`config.mk`:
```
export PLATFORM = sky130hd
export DESIGN_NAME = ltl_cluster_monitor_hub
export DESIGN_NICKNAME = d
export VERILOG_FILES = /design/src/rtl/ltl_cluster_monitor_hub.sv
export SDC_FILE = /design/constraint.sdc
export NUM_CORES = 1
export LEC_CHECK = 0
export BUFFER_PORTS_ARGS = -buffer_cell sky130_fd_sc_hd__buf_2
export CAP_MARGIN = 20
export CORE_ASPECT_RATIO = 0.6
export CORE_UTILIZATION = 55
export DETAILED_ROUTE_END_ITERATION = 8
export GPL_ROUTABILITY_DRIVEN = 0
export GPL_TIMING_DRIVEN = 0
export PLACE_DENSITY = 0.86
export SLEW_MARGIN = 5
export SYNTH_ARGS = -nofsm -noshare
export SYNTH_HDL_FRONTEND = slang
export SYNTH_SLANG_ARGS = --single-unit
```
`constraint.sdc`:
```
create_clock -name clk -period 3.9 [get_ports clk]
set_input_delay 0.585 -clock clk [delete_from_list [all_inputs] [get_ports clk]]
set_output_delay 0.585 -clock clk [all_outputs]
set_load 0.02 [all_outputs]
```
`src/rtl/ltl_cluster_monitor_hub.sv`:
```
// Cluster-level LTL monitor hub: folds per-stage automata hits into one verdict per
// property and keeps sticky status, saturating counters, a first-violation record and a
// valid/ready report stream for the runtime-monitor CSR/interrupt logic.
module ltl_cluster_monitor_hub #(
  parameter int unsigned NUM_PROPS  = 10,
  parameter int unsigned NUM_STAGES = 4,
  parameter int unsigned SYM_W      = 8,
  parameter int unsigned CNT_W      = 16,
  parameter int unsigned TS_W       = 32,
  localparam int unsigned IDX_W     = (NUM_PROPS > 1) ? $clog2(NUM_PROPS) : 1
) (
  input  logic                            clk,
  input  logic                            reset,
  input  logic                            run,
  input  logic [SYM_W-1:0]                symbols,
  input  logic [NUM_PROPS*NUM_STAGES-1:0] stage_hits,
  input  logic [NUM_PROPS-1:0]            mask,
  input  logic                            clear,
  output logic [NUM_PROPS-1:0]            hit_now,
  output logic [NUM_PROPS-1:0]            sticky,
  output logic                            any_violation,
  output logic                            first_valid,
  output logic [IDX_W-1:0]                first_prop,
  output logic [SYM_W-1:0]                first_symbol,
  output logic [TS_W-1:0]                 first_ts,
  input  logic [IDX_W-1:0]                count_sel,
  output logic [CNT_W-1:0]                count_value,
  output logic                            rpt_valid,
  input  logic                            rpt_ready,
  output logic [IDX_W-1:0]                rpt_prop,
  output logic [SYM_W-1:0]                rpt_symbol,
  output logic                            rpt_overrun
);

  typedef enum logic {StIdle, StPresent} rpt_state_e;

  rpt_state_e             state_q, state_d;
  logic [NUM_PROPS-1:0]   e_hit;
  logic [NUM_PROPS-1:0]   sticky_q, pending_q;
  logic                   any_q, first_valid_q, overrun_q, hs;
  logic [IDX_W-1:0]       first_prop_q, rpt_prop_q, rpt_prop_d, e_low, pend_low;
  logic [SYM_W-1:0]       first_symbol_q, rpt_symbol_q, rpt_symbol_d;
  logic [TS_W-1:0]        ts_q, first_ts_q;
  logic [CNT_W-1:0]       cnt_q  [NUM_PROPS];
  logic [SYM_W-1:0]       psym_q [NUM_PROPS];

  // Priority pick: lowest set index wins.
  function automatic logic [IDX_W-1:0] lowest(input logic [NUM_PROPS-1:0] v);
    lowest = '0;
    for (int i = int'(NUM_PROPS) - 1; i >= 0; i--) begin
      if (v[i]) lowest = IDX_W'(i);
    end
  endfunction

  // Per-property verdict, effective hits and priority picks.
  always_comb begin
    hit_now = '0;
    for (int p = 0; p < int'(NUM_PROPS); p++) begin
      hit_now[p] = (|stage_hits[p*NUM_STAGES +: NUM_STAGES]) & ~mask[p];
    end
    e_hit    = hit_now & {NUM_PROPS{run & ~clear}};
    e_low    = lowest(e_hit);
    pend_low = lowest(pending_q);
  end

  // Timestamp advances on every run cycle; soft clear leaves it alone.
  always_ff @(posedge clk) begin
    if (reset)    ts_q <= '0;
    else if (run) ts_q <= ts_q + 1'b1;
  end

  // Sticky status, aggregate flag and saturating counters.
  always_ff @(posedge clk) begin
    if (reset || clear) begin
      sticky_q <= '0;
      any_q    <= 1'b0;
      for (int p = 0; p < int'(NUM_PROPS); p++) cnt_q[p] <= '0;
    end else begin
      sticky_q <= sticky_q | e_hit;
      any_q    <= |(sticky_q | e_hit);
      for (int p = 0; p < int'(NUM_PROPS); p++) begin
        if (e_hit[p] && (cnt_q[p] != '1)) cnt_q[p] <= cnt_q[p] + 1'b1;
      end
    end
  end

  // First-violation capture uses the timestamp before this cycle's increment.
  always_ff @(posedge clk) begin
    if (reset || clear) begin
      first_valid_q  <= 1'b0;
      first_prop_q   <= '0;
      first_symbol_q <= '0;
      first_ts_q     <= '0;
    end else if (!first_valid_q && (|e_hit)) begin
      first_valid_q  <= 1'b1;
      first_prop_q   <= e_low;
      first_symbol_q <= symbols;
      first_ts_q     <= ts_q;
    end
  end

  // Pending bits with their captured symbols; a hit that lands on the property being
  // accepted right now re-arms it instead of counting as an overrun.
  always_ff @(posedge clk) begin
    if (reset || clear) begin
      pending_q <= '0;
      overrun_q <= 1'b0;
      for (int p = 0; p < int'(NUM_PROPS); p++) psym_q[p] <= '0;
    end else begin
      for (int p = 0; p < int'(NUM_PROPS); p++) begin
        if (e_hit[p]) begin
          if (!pending_q[p] || (hs && (rpt_prop_q == IDX_W'(p)))) begin
            pending_q[p] <= 1'b1;
            psym_q[p]    <= symbols;
          end else begin
            overrun_q <= 1'b1;
          end
        end else if (hs && (rpt_prop_q == IDX_W'(p))) begin
          pending_q[p] <= 1'b0;
        end
      end
    end
  end

  // Report FSM state and latched report fields.
  always_ff @(posedge clk) begin
    if (reset || clear) begin
      state_q      <= StIdle;
      rpt_prop_q   <= '0;
      rpt_symbol_q <= '0;
    end else begin
      state_q      <= state_d;
      rpt_prop_q   <= rpt_prop_d;
      rpt_symbol_q <= rpt_symbol_d;
    end
  end

  // Report FSM next state: latch in IDLE, present until accepted.
  always_comb begin
    state_d      = state_q;
    rpt_prop_d   = rpt_prop_q;
    rpt_symbol_d = rpt_symbol_q;
    rpt_valid    = 1'b0;
    hs           = 1'b0;
    unique case (state_q)
      StIdle: begin
        if (|pending_q) begin
          rpt_prop_d   = pend_low;
          rpt_symbol_d = psym_q[pend_low];
          state_d      = StPresent;
        end
      end
      StPresent: begin
        rpt_valid = 1'b1;
        if (rpt_ready) begin
          hs      = 1'b1;
          state_d = StIdle;
        end
      end
      default: state_d = StIdle;
    endcase
  end

  // Counter read port; out-of-range selects read as zero.
  always_comb begin
    count_value = '0;
    if (32'(count_sel) < NUM_PROPS) count_value = cnt_q[count_sel];
  end

  assign sticky        = sticky_q;
  assign any_violation = any_q;
  assign first_valid   = first_valid_q;
  assign first_prop    = first_prop_q;
  assign first_symbol  = first_symbol_q;
  assign first_ts      = first_ts_q;
  assign rpt_prop      = rpt_prop_q;
  assign rpt_symbol    = rpt_symbol_q;
  assign rpt_overrun   = overrun_q;

endmodule

```
==> summary.md <==
| Metric | Value |
|---|---|
| Worst endpoint required time | 3.97 ns |
| Total power | 8.55 mW |
| CTS Root Cell | clkbuf_16 |
| Post-cts gate resize count | 0 |
| LEAKAGE | 7.46 nW |
| Final instance area | 0.0204 mm² |
| PD cells | 419 mW/mm² |
| Worst vdd ir | 0.373 mV |
| Endpoint class of the critical path | flop |
| Reg2reg path depth | 8 |
| Synth area leader | edfxtp_1 |
| Post-Syn Instances | 1742 |
| Clk sink count | 352 |
| RSZ-0062 raised after global routing | false |
| Unique cell type count in the Yosys netlist | 63 |
| Post-Syn Area | 0.0179 mm² |
| Area of the core | 0.0316 mm² |
| Synth Flop Type | edfxtp_1 |
| Initial core utilization | 56.6% |
| Cell area after placement | 0.0192 mm² |
| Max-slew violation count | 0 |
| Avg Inst Size Synth | 10.3 µm² |
| I/O pin total | 163 |
| Global-route wire length before repair | 79200 µm |
| M2 GR Usage | 44.3% |
| Synth warnings | 0 |
| Cell Rows | 50 |
| Vias post-DR | 15000 |
| Startpoint Class | input port |
| Worst EP arrival | 3.92 ns |
| 1st-pass router iterations | 6 |
| Cts hold-fix bufs | 0 |
| Final Core Density | 64.6% |
| Post-synth EDFFs | 240 |
| Max Fclk | 260 MHz |
| Die Width | 235 µm |
| Synth top area share | 40.3% |
| Period minus WS final | 3.85 ns |
| Worst slew pin tran | 1.17 ns |
| Crit share post-route | 98.7% |
| Initial antenna violation count | 6 |
| Hpwl dp | 38100 µm |
| Post-route ant nets | 0 |
| Async S/R FF share, synth | 0% |
| Final wirelength | 52000 µm |
| CTS Buffer Depth | 3 |
| H-tree lvl count | 2 |
| Final Hold Fails | 0 |
| Pin count of the biggest net entering global routing | 17 |
| Clk slew on worst S/H paths | 0.06 ns |
| Fraction of layout cells with a size suffix above 1 | 15.5% |
| Critical path class | in -> reg |
| Hold/Removal Path Class | in -> reg |
| Post-synth top cells | 262 x nor2_1, 240 x edfxtp_1, 198 x nand2_1 |
| Met1 Usage GRT | 43.8% |
| Skew-Pair Late Insertion Delay | 0.54 ns |
| Height of the chip | 142 µm |
| DRC viols | 0 |
| WHS | 0.304 ns |
| Count leader, synth | nor2_1 |
| Maxcap violations | 0 |
| Crit Path Max Fanout | 16 |
| Sequential area share after synthesis | 52.8% |
| Vias in the first global route | 14000 |
| Congestion Overflow GR | 0 |
| WHS Path Cells | 3 |
| Status | finished, final reports clean |
| Setup TNS Final | 0 ns |
| Cts bufs inserted | 35 |
| Clock Skew | 0.0217 ns |
| Post-CTS setup buffer count | 0 |
| Buffers on Ports | 159 |
| Final setup fails | 0 |
| GR Util met3 | 9.55% |
| GR peak layer | met2 |
| Relative slew slack | 21.7% |
| CTS tree | yes |
| Yosys reg bits | 352 |
| Tot GR Track Use | 31.0% |
| Die area | 0.0333 mm² |
| Layout area overhead | 14.1% |
| Initial drt markers | 2474 |
| DR WL/cell | 21.8 µm |
| Area contributors post-synth | edfxtp_1 40%, dfxtp_1 13%, nor2_1 5.5% |
| Vias/cell | 6.26 |
| Syn_nets | 1820 |
| Final #Nets | 2021 |
==> cell type report <==
type	instances	area [µm²]
multi-input combinational	1264	7910
sequential	352	9450
timing repair buffer	164	830
buffer	88	378
clock inverter	16	199
fill	2286	11200
clock buffer	48	960
inverter	38	143
antenna	4	10.0
tap	416	520
==> where the power goes <==
part / internal [mW] / total, mW / switching (mW)
clock: 2.01 / 3.48 / 1.47
sequential: 4.13 / 4.30 / 0.164
combinational: 0.267 / 0.774 / 0.508
total: 6.41 / 8.55 / 2.14
==> metal layers <==
metal / wire [µm] / up-vias
met5: 13 / -
met4: 2200 / 2
met3: 7780 / 149
met2: 21400 / 1050
met1: 20600 / 7120
li1: - / 6649
==> flip-flops by register name, summed over array words and instances (netlist names), 8 cells and up <==
register	count
cnt_q	160
pending_q	10
psym_q	80
sticky	10
first_symbol	8
first_ts	32
rpt_symbol	8
ts_q	32
==> worst paths after layout <==
check	startpoint	end	slack [ns]
worst min register to register	first_ts[16]	first_ts[16]	0.46
worst min-delay path	symbols[3]	first_symbol[3]	0.30
worst max-delay path	reset	cnt_q[6][12]	0.05
worst max register to register	pending_q[8]	rpt_symbol[7]	0.67
==> layout by cell type, fill, tap and decap left out, types with 61 or more instances in the layout <==
cell,n
xor2_1,106
edfxtp_1,240
xnor2_1,61
nand3_1,91
nor2_1,262
buf_2,169
clkbuf_1,77
and2_1,86
nand2_1,198
dfxtp_1,112
a21oi_1,85
==> metrics by stage <==
stage | instances | setup slack (ns)
2_1_floorplan | 1742 | 0.751
3_3_place_gp | 2317 | -0.207
3_5_place_dp | 2319 | -0.259
4_1_cts | 2383 | 0.257
5_1_grt | 2390 | 0.0412
6_report | 2390 | 0.0510
==> kinds of logic (layout without fill, tap and decap cells) <==
group                    Yosys count  in the layout  synth area share [%]
AND/OR/NAND/NOR                  803            803                  21.2
AO/OA/AOI/OAI                    218            218                  8.05
buffers and inverters            126            354                  2.91
XOR/XNOR                         167            167                  8.18
flip-flops                       352            352                  52.8
multiplexers                      65             65                  6.04
other                              0              4                     0
adder cells (fa/ha/maj)           11             11                 0.770
==> worst max-delay path, cell delays in order <==
cell	delay [ns]
clkbuf_1	0.20
nor2_1	0.93
clkbuf_1	0.58
clkbuf_1	0.85
nand2_1	0.76
Power figures use the tool's default switching activity.
